$ cat src/rtl/mem_access_unit_pkg.sv
// Shared definitions for the MEM stage: bus widths, register-index width,
// access FSM encoding and the word-alignment mask.
package mem_access_unit_pkg;

   localparam int unsigned DATA_W = 32;
   localparam int unsigned REG_W  = 5;

   // Low address bits that must be zero for a word access
   localparam logic [1:0] ALIGN_MASK = 2'b11;

   typedef enum logic [1:0] {
      ST_IDLE = 2'd0,
      ST_REQ  = 2'd1,
      ST_WAIT = 2'd2,
      ST_DONE = 2'd3
   } mau_state_e;

   function automatic logic word_aligned(input logic [1:0] addr_lsbs);
      return (addr_lsbs & ALIGN_MASK) == 2'b00;
   endfunction

endpackage

$ cat src/rtl/mem_access_unit_mm_wb.sv
// MEM/WB pipeline register. A stalled cycle inserts a bubble by clearing
// the write enable while data and destination hold their last values.
module mm_wb
   import mem_access_unit_pkg::*;
(
   input  logic              clk,
   input  logic              rst,
   input  logic              stall_i,
   input  logic [DATA_W-1:0] data_i,
   input  logic [REG_W-1:0]  regdst_i,
   input  logic              regwrite_i,
   output logic [DATA_W-1:0] wb_data_o,
   output logic [REG_W-1:0]  wb_regdst_o,
   output logic              wb_regwrite_o
);

   logic [DATA_W-1:0] data_q;
   logic [REG_W-1:0]  regdst_q;
   logic              regwrite_q;

   // Capture on advancing edges, bubble the write enable on stalled edges
   always_ff @(posedge clk or posedge rst) begin
      if (rst) begin
         data_q     <= '0;
         regdst_q   <= '0;
         regwrite_q <= 1'b0;
      end else if (stall_i) begin
         regwrite_q <= 1'b0;
      end else begin
         data_q     <= data_i;
         regdst_q   <= regdst_i;
         regwrite_q <= regwrite_i;
      end
   end

   assign wb_data_o     = data_q;
   assign wb_regdst_o   = regdst_q;
   assign wb_regwrite_o = regwrite_q;

endmodule

$ cat src/rtl/mem_access_unit.sv
// MEM stage: sequences one data-memory access per instruction through a
// request/grant/rvalid handshake, stalls upstream while it is in flight,
// flags illegal accesses and feeds the MEM/WB register.
module mem_access_unit
   import mem_access_unit_pkg::*;
(
   input  logic              clk,
   input  logic              rst,
   input  logic [DATA_W-1:0] mm_pc,
   input  logic [DATA_W-1:0] mm_result,
   input  logic [DATA_W-1:0] mm_mmdata,
   input  logic [REG_W-1:0]  mm_regdst,
   input  logic              mm_zero,
   input  logic              mm_memtoreg,
   input  logic              mm_regwrite,
   input  logic              mm_memread,
   input  logic              mm_memwrite,
   input  logic              mm_branch,
   output logic              dmem_req,
   output logic              dmem_we,
   output logic [DATA_W-1:0] dmem_addr,
   output logic [DATA_W-1:0] dmem_wdata,
   input  logic              dmem_gnt,
   input  logic              dmem_rvalid,
   input  logic [DATA_W-1:0] dmem_rdata,
   output logic              mem_stall,
   output logic              pcsrc,
   output logic [DATA_W-1:0] branch_target,
   output logic [DATA_W-1:0] wb_data,
   output logic [REG_W-1:0]  wb_regdst,
   output logic              wb_regwrite,
   output logic              mem_err
);

   mau_state_e        state_q, state_d;
   logic [DATA_W-1:0] load_q, load_d;
   logic              err_q, err_d;
   logic              stall_raw;

   logic is_mem, is_access, is_bad;

   assign is_mem    = mm_memread | mm_memwrite;
   assign is_access = (mm_memread ^ mm_memwrite) & word_aligned(mm_result[1:0]);
   assign is_bad    = is_mem & ~is_access;

   // FSM state register
   always_ff @(posedge clk or posedge rst) begin
      if (rst) state_q <= ST_IDLE;
      else     state_q <= state_d;
   end

   // FSM next-state logic
   always_comb begin
      state_d = state_q;
      unique case (state_q)
         ST_IDLE: if (is_access)   state_d = ST_REQ;
         ST_REQ:  if (dmem_gnt)    state_d = mm_memwrite ? ST_DONE : ST_WAIT;
         ST_WAIT: if (dmem_rvalid) state_d = ST_DONE;
         ST_DONE:                  state_d = ST_IDLE;
         default:                  state_d = ST_IDLE;
      endcase
   end

   // FSM outputs: request fields only in REQ, stall everywhere but DONE
   always_comb begin
      dmem_req   = 1'b0;
      dmem_we    = 1'b0;
      dmem_addr  = '0;
      dmem_wdata = '0;
      stall_raw  = 1'b0;
      unique case (state_q)
         ST_IDLE: stall_raw = is_access;
         ST_REQ: begin
            dmem_req   = 1'b1;
            dmem_we    = mm_memwrite;
            dmem_addr  = mm_result;
            dmem_wdata = mm_mmdata;
            stall_raw  = 1'b1;
         end
         ST_WAIT: stall_raw = 1'b1;
         ST_DONE: stall_raw = 1'b0;
         default: stall_raw = 1'b0;
      endcase
   end

   // Stall and branch decision are forced low while reset is asserted
   assign mem_stall     = stall_raw & ~rst;
   assign pcsrc         = mm_branch & mm_zero & ~mem_stall & ~rst;
   assign branch_target = mm_pc;

   // Load data capture and sticky error detection
   always_comb begin
      load_d = load_q;
      err_d  = err_q;
      if (state_q == ST_WAIT && dmem_rvalid) load_d = dmem_rdata;
      if (state_q == ST_IDLE && is_bad)      err_d  = 1'b1;
   end

   // Load register and error flag
   always_ff @(posedge clk or posedge rst) begin
      if (rst) begin
         load_q <= '0;
         err_q  <= 1'b0;
      end else begin
         load_q <= load_d;
         err_q  <= err_d;
      end
   end

   assign mem_err = err_q;

   mm_wb u_mm_wb (
      .clk           (clk),
      .rst           (rst),
      .stall_i       (mem_stall),
      .data_i        (mm_memtoreg ? load_q : mm_result),
      .regdst_i      (mm_regdst),
      .regwrite_i    (mm_regwrite & ~is_bad),
      .wb_data_o     (wb_data),
      .wb_regdst_o   (wb_regdst),
      .wb_regwrite_o (wb_regwrite)
   );

endmodule

$ cat config.mk
export PLATFORM = sky130hd
export DESIGN_NAME = mem_access_unit
export DESIGN_NICKNAME = d
export VERILOG_FILES = /design/src/rtl/mem_access_unit_pkg.sv /design/src/rtl/mem_access_unit_mm_wb.sv /design/src/rtl/mem_access_unit.sv
export SDC_FILE = /design/constraint.sdc
export NUM_CORES = 1
export LEC_CHECK = 0
export BUFFER_PORTS_ARGS = -buffer_cell sky130_fd_sc_hd__clkbuf_2
export CORE_AREA = 2 2 110 112
export CTS_CLUSTER_DIAMETER = 30
export DETAILED_ROUTE_END_ITERATION = 8
export DIE_AREA = 0 0 112 114
export GPL_TIMING_DRIVEN = 0
export PLACE_DENSITY = 0.7
export SLEW_MARGIN = 20
export SYNTH_ARGS = -nofsm -noshare
export SYNTH_HDL_FRONTEND = slang
export SYNTH_HIERARCHICAL = 1
export SYNTH_SLANG_ARGS = --single-unit
$ cat constraint.sdc
create_clock -name clk -period 2 [get_ports clk]
set_input_delay 0.2 -clock clk [delete_from_list [all_inputs] [get_ports clk]]
set_output_delay 0.2 -clock clk [all_outputs]
set_load 0.01 [all_outputs]
---- Word level (Yosys, flattened, before mapping) ----
Index checks and enable logic that the tools add are counted.
operators by class
  bitwise gates (word level) .............. 13
  reduce and logical (&&, ||, !) cells .... 6
  equal/unequal tests ..................... 6
  mux-type cells .......................... 12
operators by type and width
  kind                                                             count
  32-bit 2-to-1 mux                                                3
  2-bit one-hot mux with 4 select lines                            1
  1-bit bitwise AND                                                7
  2-bit 2-to-1 mux                                                 3
  2-bit inequality test, second input constant                     3
  2-bit == test, second input constant                             2
  2-bit zero test                                                  2
  1-bit 2-to-1 mux                                                 4
  1-bit inverter                                                   4
  1-bit one-hot mux with 3 select lines                            1
  3-bit AND reduction                                              1
  2-bit by 1-bit == test with 1-bit output, second input constant  1
  1-bit logical AND                                                2
  2-bit OR reduction                                               1
  1-bit bitwise OR                                                 1
  1-bit XOR                                                        1
storage, ports and cells
  register bits ........................... 73
  input bits .............................. 143

---- Longest topological paths before layout ----
  word-level depth ........................ 7
  gate-level depth with buffers ........... 8
  mapped depth without buffers ............ 6

---- Modules after synthesis ----
The synthesis kept the hierarchy.
by module, submodules not included
  module           area each (um2)  times used  cells an instance
  mem_access_unit  2529.9           1           237
  mm_wb            1487.7           1           81

---- Worst setup path before layout ----
No wires, ideal clock.
  path kind ............................... reg-to-reg
  start ................................... reg state_q[0]
  end ..................................... reg u_mm_wb.data_q[19], in the netlist u_mm_wb/wb_data_o[19]
  setup time .............................. 0.125 ns
  arrival ................................. 1.780 ns
  cell stages (with the launch flop) ...... 8
  data required time ...................... 1.875 ns
  path buffers ............................ 2
  clock period less this slack ............ 1.905 ns
  slack ................................... 0.095 ns
  path through ............................ dfrtp_1 > inv_1 > ha_1 > mux2i_1 > nor2_1 > buf_6 > buf_6 > mux2_4
on the way
  word-level cells in the longest chain between the ends .. 4
  elaborated cells between the ends (all ways) .. 7
  classes of those cells .................. 3 x eq/ne; 1 x mux; 1 x bitwise; 2 x reduce/logical
RTL lines
  item                                                                       RTL line                     RTL
  start, declared                                                            mem_access_unit.sv:35        mau_state_e state_q, state_d;
  start signal, assigned                                                     mem_access_unit.sv:49        else state_q <= state_d;
  2-bit == test or 2-bit by 1-bit == test with 1-bit output (tied branches)  mem_access_unit.sv:71        unique case (state_q)
  2-bit OR reduction (no source line)                                        -
  1-bit one-hot mux with 3 select lines (*)                                  mem_access_unit.sv:71
  1-bit bitwise AND (*)                                                      mem_access_unit.sv:87        assign mem_stall = stall_raw & ~rst;
  named net mem_stall                                                        mem_access_unit.sv:26        output logic mem_stall,
  end signal, assigned                                                       mem_access_unit_mm_wb.sv:30  data_q <= data_i;
  end, declared                                                              mem_access_unit_mm_wb.sv:17  logic [DATA_W-1:0] data_q;
Mark *: on every way through the listed nets, which the timed path passes. The rest lies on a longest branch.
A chain may end at the register's enable or synchronous reset.

---- Worst setup path after layout ----
  start ................................... reg state_q[0]
  end ..................................... out pcsrc
on the way
  word-level cells in the longest chain between the ends .. 7
  elaborated cells between the ends (all ways) .. 10
  classes of those cells .................. 3 x eq/ne; 1 x mux; 4 x bitwise; 2 x reduce/logical
RTL lines
  item                                                                       RTL line               RTL
  2-bit == test or 2-bit by 1-bit == test with 1-bit output (tied branches)  mem_access_unit.sv:71
  2-bit OR reduction (no source line)                                        -
  1-bit one-hot mux with 3 select lines (*)                                  mem_access_unit.sv:71
  1-bit bitwise AND (*)                                                      mem_access_unit.sv:87
  1-bit inverter (*)                                                         mem_access_unit.sv:88  assign pcsrc = mm_branch & mm_zero & ~mem_stall & ~rst;
  1-bit bitwise AND (*) (2 in a row)                                         mem_access_unit.sv:88
  end, declared                                                              mem_access_unit.sv:27  output logic pcsrc,
Mark *: on every way between the ends. The rest lies on a longest branch, timed or not.

==> metrics.md <==
| Metric | Value |
|---|---|
| Outcome | `completed` |
| Routed via count | `approximately 3,300` |
| Static leakage power | `around 0.0031 uW` |
| Worst setup SP type | `flip-flop` |
| Tmin final | `around 1900 ps` |
| Final Skew | `about 5.6 ps` |
| CTS sink count | `73` |
| Cell area after layout | `between 5000 and 6000 sq um` |
| Count of cell types in the netlist | `24` |
| Effective utilization at floorplan | `0.343` |
| GPL Wtd Cong | `between 0.7 and 0.8` |
| Congestion Overflow GR | `0` |
| Internal power | `between 5000 and 6000 uW` |
| Worst slew pin tran | `approximately 520 ps` |
| Slowest CP cell | `dfrtp_1` |
| Nets@finish | `~730` |
| DRT Pass-1 Iters | `4` |
| Initial antenna violation count | `0` |
| Site Rows | `40` |
| Setup WS post-layout | `123 ps` |
| Area Growth Syn to Fin | `46.3%` |
| Reg power frac | `0.315` |
| First-pass GRT wire length | `16,500 microns` |
| Synth Register Bits | `73` |
| Commonest non-fill, non-tap cell in the layout | `clkbuf_2` |
| Iteration-0 DRC Markers | `80` |
| CP delay by family, top | `flip-flops` |
| Worst path cell trace | `inv_2 > ha_4 > mux2i_2 > and4_1 > clkbuf_2` |
| Antenna-violating nets left | `0` |
| Vias/cell | `between 4 and 5` |
| Placement Cell Area | `between 5000 and 6000 sq um` |
| CTS root buf | `clkbuf_16` |
| Port bufs | `between 200 and 250` |
| Synthesized area | `4020 sq um` |
| Total area of sequential cells | `1830 sq um` |
| Critical path buffer and inverter count | `2` |
| Combinational fraction of design power | `0.490` |
| Die W | `between 100 and 150 microns` |
| Syn Nets | `between 400 and 500` |
| Reg clk slew, reported paths | `about 60 ps` |
| Drt total wl | `~11,000 microns` |
| Largest net degree at the start of global routing | `21` |
| Max Fclk | `about 0.53 GHz` |
| Vias in the first global route | `3,230` |
| Layout cells sized above 1 | `0.703` |
| Avg Cell Area, Syn | `about 13 sq um` |
| H-Tree Depth | `3` |
| Core Box Area | `~12,000 sq um` |
| Ant. Diodes | `0` |
| Sequential cell area fraction in the yosys report | `0.455` |
| Io pins | `282` |
| Worst Hold Class | `input port to flip-flop` |
| Clk_lat worst skew | `~320 ps` |
| Routed WL per cell | `14.8 microns` |
| Slew HR | `0.652` |
| Multi-input gate area | `between 1500 and 2000 sq um` |
| Worst EP required | `1800 ps` |
| Pwr per Cell Area | `around 1400 nW/um^2` |
| NetSw | `~2800 uW` |
| Nature of the critical path endpoint | `primary output` |
| Critical path type | `flip-flop to primary output` |
| Yosys warning count | `6` |
| GRT Util Overall | `0.163` |
| VDD IR max | `approximately 0.83 mV` |
| Clk buf depth | `2` |
| CP max FO | `4` |
| RSZ-0062 raised after global routing | `no` |
| Max_cap viols | `0` |
| Max Slew Vio Count | `0` |
| Filler Cells Inserted | `1,069` |
| Sw Ratio | `0.338` |
| Clk pwr share | `0.194` |
| Mapped Cells | `roughly 320` |
| Final Instance Count excl. Fillers | `732` |
| # DRC | `0` |
| Inst Count DP | `715` |
| Crit share post-route | `0.939` |
| Pre-CTS WS | `-248 ps` |
| Most frequent cells in the layout | `clkbuf_2, dfrtp_1, mux2_2` |
| Die height | `~110 microns` |
| TritonCTS clock tree | `yes` |
| Cts bufs inserted | `9` |
| Arr. time, crit path | `between 1500 and 2000 ps` |
| Final Hold Fails | `0` |
| Full die area | `about 13,000 sq um` |
| Final setup fails | `0` |
| Slowest stage delay, CP | `~430 ps` |
| DP Wirelength | `~8700 microns` |
routing by layer:
metal / track usage / wire, microns
met2: 0.295 / 5760
met1: 0.196 / 4300
met3: 0.0372 / 683
met4: 0.0431 / 95
met5: 0 / 0
worst reg2reg max path, stage by stage, from the launching register on:
cell and delay (ps):
dfrtp_1 430, inv_2 100, ha_4 200, mux2i_2 160
nor2_2 150, buf_6 190, buf_6 210, mux2_4 320
area by class of cell:
class | instances | share of cell area
multi-input combinational | 189 | 0.317
sequential | 73 | 0.311
timing repair buffer | 252 | 0.224
buffer | 50 | 0.0634
clock buffer | 12 | 0.0436
tap | 147 | 0.0313
clock inverter | 3 | 0.00681
inverter | 6 | 0.00383
what timing repair did:
item,CTS,global route
resized for setup,14,16
setup endpoints to repair,92,91
hold buffers,1,0
buffers inserted,1,0
hold endpoints to repair,34,0
stage by stage:
step	hold WS, ps	setup TNS (ps)	utilization	total power [uW]
CTS	75.4	-17.9	0.499	8250
detailed placement	256	-10030	0.469	6530
finish	84.7	0	0.502	8240
floorplan	332	0	-	5090
global route	83.8	0	0.502	8770
global placement	417	-5270	0.465	6390
path summary, 6_finish.rpt:
| kind | slack (ps) | end | cells after the start | startpoint |
|---|---|---|---|---|
| setup / recovery | 120 | pcsrc | 5 | state_q[0]$_DFFE_PP0P_ |
| hold / removal | 80 | load_q[13]$_DFFE_PP0P_ | 2 | dmem_rdata[13] |
| setup reg to reg | 130 | u_mm_wb/wb_data_o[23]$_DFFE_PP0N_ | 7 | state_q[0]$_DFFE_PP0P_ |
| hold reg to reg | 460 | mem_err$_DFFE_PP0P_ | 1 | mem_err$_DFFE_PP0P_ |
| max in group asynchronous | 1030 | u_mm_wb/wb_data_o[19]$_DFFE_PP0N_ | 4 | rst |
| min in group asynchronous | 460 | state_q[0]$_DFFE_PP0P_ | 3 | rst |
logic make-up (layout without fill, tap and decap cells):
group	after synthesis	count (layout)	share of synthesized area
buf+inv	56	323	0.0900
fa+ha+maj	5	5	0.0156
compound gates	4	4	0.0140
mux	103	103	0.306
flops	73	73	0.455
simple gates	77	77	0.120
power by group through the flow:
stage / clock (uW) / sequential [uW] / combinational, uW
finish: 1600 / 2600 / 4040
CTS: 1640 / 2590 / 4020
global route: 1700 / 2680 / 4390
global placement: 0 / 2570 / 3810
detailed placement: 0 / 2610 / 3930
floorplan: 0 / 2710 / 2380
synth_stat cells (all sizes together):
| cell type | instances | share of area |
|---|---|---|
| dfrtp | 73 | 0.45 |
| nor2 | 3 | 0.0028 |
| mux2i | 1 | 0.0025 |
| a21o | 1 | 0.0019 |
| inv | 6 | 0.0056 |
| and4 | 1 | 0.0022 |
| clkbuf | 8 | 0.0075 |
| a2111oi | 1 | 0.0069 |
| buf | 42 | 0.077 |
| nor2b | 4 | 0.0062 |
| and2 | 65 | 0.10 |
| nor3b | 1 | 0.0019 |
| nor3 | 1 | 0.0012 |
| nand2 | 1 | 0.00093 |
| ha | 5 | 0.016 |
| a2bb2oi | 1 | 0.0022 |
| a211oi | 1 | 0.0031 |
| or3b | 1 | 0.0028 |
| mux2 | 102 | 0.30 |
state kept, by name (all words and copies together) (netlist names):
| register | flops |
|---|---|
| load_q | 32 |
| u_mm_wb/wb_regwrite_o | 1 |
| u_mm_wb/wb_regdst_o | 5 |
| u_mm_wb/wb_data_o | 32 |
| mem_err | 1 |
| state_q | 2 |
No activity file was read; power rests on OpenSTA's default activity.
